**src/rtl/core_pkg.sv**
```systemverilog
// rtl/core_pkg.sv - shared core constants and stack-op encoding
package core_pkg;

    localparam int DATA_WIDTH  = 16;
    localparam int STACK_DEPTH = 16;

    // Encoding is {push, pop}, so a stack op is just those two strobes.
    typedef enum logic [1:0] {
        NONE    = 2'b00,
        POP     = 2'b01,
        PUSH    = 2'b10,
        REPLACE = 2'b11
    } stack_op_t;

    function automatic stack_op_t decode_stack_op(input logic push, input logic pop);
        return stack_op_t'({push, pop});
    endfunction

endpackage

```
**src/rtl/stack_ram.sv**
```systemverilog
// rtl/stack_ram.sv - depth x width single-write, async-read stack storage
module stack_ram #(
    parameter int width     = 16,
    parameter int depth     = 16,
    parameter int ptr_width = $clog2(depth)
) (
    input  logic                 clk,
    input  logic                 we,
    input  logic [ptr_width-1:0] wr_addr,
    input  logic [width-1:0]     wr_data,
    input  logic [ptr_width-1:0] rd_addr,
    output logic [width-1:0]     rd_data
);

    logic [width-1:0] mem [depth];

    // Contents are deliberately not reset so this maps onto distributed RAM.
    always_ff @(posedge clk) begin
        if (we) begin
            mem[wr_addr] <= wr_data;
        end
    end

    assign rd_data = mem[rd_addr];

endmodule

```
**src/rtl/data_stack.sv**
```systemverilog
// rtl/data_stack.sv - parameter stack below TOS; DATA_STACK_GUARD_EN enables overflow/underflow guarding
module data_stack
    import core_pkg::*;
#(
    parameter int width     = DATA_WIDTH,
    parameter int depth     = STACK_DEPTH,
    parameter int ptr_width = $clog2(depth)
) (
    input  logic                 clk,
    input  logic                 reset,
    input  logic                 wait_state,
    input  logic                 push,
    input  logic                 pop,
    input  logic [width-1:0]     push_data,
    output logic [width-1:0]     pstack_top,
    output logic [ptr_width:0]   count,
    output logic                 empty,
    output logic                 full,
    output logic                 overflow,
    output logic                 underflow
);

`ifdef DATA_STACK_GUARD_EN
    localparam bit guard_en = 1'b1;
`else
    localparam bit guard_en = 1'b0;
`endif

    localparam logic [ptr_width:0]   cap     = (ptr_width+1)'(depth + 1);
    localparam logic [ptr_width:0]   cnt_one = (ptr_width+1)'(1);
    localparam logic [ptr_width-1:0] ptr_one = ptr_width'(1);

    stack_op_t              op;
    logic [width-1:0]       nos_r, nos_next, ram_rd_data;
    logic [ptr_width-1:0]   wr_ptr, wr_ptr_next, rd_ptr;
    logic [ptr_width:0]     count_r, count_next;
    logic                   ram_we, ram_we_next, ovf_set, unf_set;

    assign op     = decode_stack_op(push, pop);
    assign rd_ptr = wr_ptr - ptr_one;
    assign empty  = (count_r == '0);
    assign full   = (count_r == cap);

    always_comb begin
        nos_next    = nos_r;
        wr_ptr_next = wr_ptr;
        count_next  = count_r;
        ram_we_next = 1'b0;
        ovf_set     = 1'b0;
        unf_set     = 1'b0;
        if (!wait_state) begin
            case (op)
                PUSH: begin
                    if (guard_en && full) begin
                        ovf_set = 1'b1;
                    end else begin
                        ram_we_next = 1'b1;
                        nos_next    = push_data;
                        wr_ptr_next = wr_ptr + ptr_one;
                        if (!full) count_next = count_r + cnt_one;
                    end
                end
                POP: begin
                    if (guard_en && empty) begin
                        unf_set = 1'b1;
                    end else begin
                        nos_next    = ram_rd_data;
                        wr_ptr_next = wr_ptr - ptr_one;
                        if (!empty) count_next = count_r - cnt_one;
                    end
                end
                REPLACE: begin
                    if (guard_en && empty) unf_set = 1'b1;
                    else nos_next = push_data;
                end
                default: ;
            endcase
        end
    end

    // Reset must also block the spill, since it wins over a concurrent push.
    assign ram_we = ram_we_next && !reset;

    stack_ram #(
        .width     (width),
        .depth     (depth),
        .ptr_width (ptr_width)
    ) u_ram (
        .clk     (clk),
        .we      (ram_we),
        .wr_addr (wr_ptr),
        .wr_data (nos_r),
        .rd_addr (rd_ptr),
        .rd_data (ram_rd_data)
    );

    always_ff @(posedge clk) begin
        if (reset) begin
            nos_r   <= '0;
            wr_ptr  <= '0;
            count_r <= '0;
        end else begin
            nos_r   <= nos_next;
            wr_ptr  <= wr_ptr_next;
            count_r <= count_next;
        end
    end

`ifdef DATA_STACK_GUARD_EN
    logic ovf_r, unf_r;

    always_ff @(posedge clk) begin
        if (reset) begin
            ovf_r <= 1'b0;
            unf_r <= 1'b0;
        end else begin
            if (ovf_set) ovf_r <= 1'b1;
            if (unf_set) unf_r <= 1'b1;
        end
    end

    assign overflow  = ovf_r;
    assign underflow = unf_r;
`else
    logic unused_flag_sets;
    assign unused_flag_sets = ovf_set | unf_set;
    assign overflow  = 1'b0;
    assign underflow = 1'b0;
`endif

    assign pstack_top = nos_r;
    assign count      = count_r;

endmodule

```
**config.mk**
```make
export PLATFORM = sky130hd
export DESIGN_NAME = data_stack
export DESIGN_NICKNAME = d
export VERILOG_FILES = /design/src/rtl/core_pkg.sv /design/src/rtl/stack_ram.sv /design/src/rtl/data_stack.sv
export SDC_FILE = /design/constraint.sdc
export NUM_CORES = 1
export LEC_CHECK = 0
export CAP_MARGIN = 20
export CORE_MARGIN = 8
export CORE_UTILIZATION = 25
export CTS_CLUSTER_DIAMETER = 60
export DETAILED_ROUTE_END_ITERATION = 6
export REMOVE_ABC_BUFFERS = 1
export SETUP_SLACK_MARGIN = 0.05
export SYNTH_ARGS = -nofsm -noshare
export SYNTH_HDL_FRONTEND = slang
export SYNTH_SLANG_ARGS = --single-unit
```
**constraint.sdc**
```tcl
create_clock -name clk -period 3.1 [get_ports clk]
set_input_delay 0.62 -clock clk [delete_from_list [all_inputs] [get_ports clk]]
set_output_delay 0.62 -clock clk [all_outputs]
set_load 0.05 [all_outputs]
```
==> key figures <==
Routing
  – Final Routed Wirelength: 25,600 µm
  – Pre-Repair DR Iteration Count: 4
  – Via Count: 5,620
  – DRC Markers: 0
  – DR iter-0 viols: 487
  – Drt wl/cell: 20.0 µm
  – Post-DRT Antenna Nets: 0
  – Via-per-instance ratio: 4.38

Global route
  – GRT Residual Overflow: 0
  – Vias in the first global route: 5,891
  – Tot GR Track Use: 0.0988
  – First-pass GRT wire length: 38,400 µm
  – Initial antenna violation count: 2
  – Pin count of the biggest net entering global routing: 41

Die
  – Core area: 44,000 µm²
  – Die extent in y: 227 µm
  – Die area: 51,400 µm²
  – Die width: 227 µm
  – Initial Util: 0.252
  – Num ports: 46
  – # rows: 77

STA
  – Slew HR: 0.475
  – RSZ-0062 raised after global routing: false
  – Final setup vio count: 0
  – Final TNS setup: 0 ns
  – Max-slew violations: 0
  – Hold Slack: 0.506 ns
  – Worst setup margin: 0.200 ns
  – Final hold violation count: 0
  – Tcrit/Tclk final: 0.936
  – Worst-Margin Slew: 0.788 ns
  – Fmax: 345 MHz
  – Final Critical Period: 2.90 ns
  – Clk_skew: 0.0117 ns

Finish
  – Ant diodes: 0
  – Fin nets: 698
  – P&R area growth vs syn: 24.2%
  – Layout cells sized above 1: 0.284

Place
  – Place WS: 0.308 ns
  – GP Congestion: 0.767
  – Buffers on Ports: 43
  – Post-DP HPWL: 16,300 µm

Logic synthesis
  – Mean post-synth cell area: 19.9 µm²
  – Synth warnings: 0
  – Count of cell types in the netlist: 41
  – Post-synth top cells: edfxtp_1, mux4_2, mux2i_1, dfxtp_1, nor2_1
  – Yosys top cell by area: edfxtp_1
  – Synth top area cells: edfxtp_1, mux4_2, dfxtp_1
  – EDFF count, synth: 256
  – Top-count cell post-synth: edfxtp_1
  – Post-synthesis cell area: 11,100 µm²
  – Yosys top cell area share: 0.692
  – Register area share after synthesis: 0.737
  – Post-Syn Instances: 559
  – Predominant post-synthesis flop cell: edfxtp_1
  – Synth async-reset ratio: 0
  – Flop and latch count out of synthesis: 281

Run status
  – Status: finished, final reports clean

Pwr
  – VDD IR-drop max: 363 µV
  – PD cells: 658 nW/µm²
  – Leakage: 0.00470 µW

Clock tree
  – Clk_lat worst skew: 0.54 ns
  – Clock transition at path regs: 0.06 ns
  – Clock tree from TritonCTS: done
  – Clock Sinks: 281
  – CTS Hold Buffers Added: 0
  – Clk root buf: clkbuf_16
  – Max clock buf depth: 3
  – Post_cts resized: 0
  – Post-CTS Setup Repair Bufs: 0
  – Num CTS Buffers: 30
  – CTS HTree Levels: 1

Critical path
  – CP startpoint kind: register
  – Worst Path Arrival: 2.28 ns
  – Setup crit end kind: primary output
  – Required @ worst endpoint: 2.48 ns
  – Worst setup path class: reg -> out
  – Crit path max fanout: 7
  – Worst r2r path cells: 8

Worst hold path
  – Cell depth of the worst hold path: 0
  – Worst hold path class: reg -> reg

Flow run
  – Max_cap viols: 0
## cell usage in the layout (no fill, tap or decap), types with 6 or more instances in the layout
cell type,synthesis,routed
a21o_1,16,16
a21oi_1,10,10
a221oi_1,15,15
buf_12,1,7
buf_4,5,55
clkbuf_16,0,31
clkdlybuf4s50_1,0,43
dfxtp_1,25,24
edfxtp_1,256,256
ha_1,10,9
mux2i_1,32,32
mux4_2,64,64
nand2_1,8,8
nor2_1,22,10
nor2_2,0,12
nor3_2,0,6
o21ai_0,18,18
xor2_1,7,6
## cell type report
class                      count  area, µm²
clock buffer                  39        836
clock inverter                16        213
tap                          592        741
timing repair buffer         105        983
sequential                   281       8190
fill                        4221      30200
inverter                       4       17.5
multi-input combinational    245       2810
## cell families (layout without fill, tap and decap cells)
kind of cell,after synthesis,in the layout,share of synthesized area
xor gates and xnor gates,8,8,0.00631
adders and majority gates,10,10,0.0113
other,1,2,0.000338
DFF,281,281,0.737
buffers and inverters,34,164,0.0175
AOI/OAI and AO/OA,68,68,0.0406
muxes,98,98,0.161
and+or+nand+nor,59,59,0.0260
## metrics by stage
step                      instances  instance area [µm²]  utilization  power [µW]
after detailed placement       1227                12700        0.289        5450
after global placement         1227                12700        0.289        5440
after global routing           1282                13800        0.313        9360
after CTS                      1282                13800        0.313        9180
final                          1282                13800        0.313        9080
after floorplan                 530                10900            -        5060
## worst paths after layout
kind | from | end | slack (ns)
worst max register to register | wr_ptr[1] | pstack_top[4] | 0.57
worst min register to register | pstack_top[2] | u_ram.mem[11][2] | 0.51
worst min-delay path | pstack_top[2] | u_ram.mem[11][2] | 0.51
worst max-delay path | count[1] | empty | 0.20
## state kept, by name, indices dropped and copies added (netlist names)
name	flops
u_ram.mem	256
pstack_top	16
count	5
wr_ptr	4
## layer usage
metal	GRT usage	vias up	share of wire
met1	0.127	2969	0.42
met2	0.170	117	0.51
met3	0.0163	22	0.049
li1	-	2512	-
met5	0	-	0
met4	0.0273	0	0.015
## where the power goes
part / switching, µW / internal (µW) / leakage, µW
clock network: 1420 / 2310 / 0.000517
logic: 629 / 445 / 0.00163
registers: 36.9 / 4230 / 0.00255
total: 2090 / 6990 / 0.00470
## critical path, stage by stage, from the launching register on
cell and delay [ns]:
dfxtp_1 0.39, nor3_1 0.30, nor3b_1 0.21, clkdlybuf4s50_1 0.84
Power figures use the tool's default switching activity.
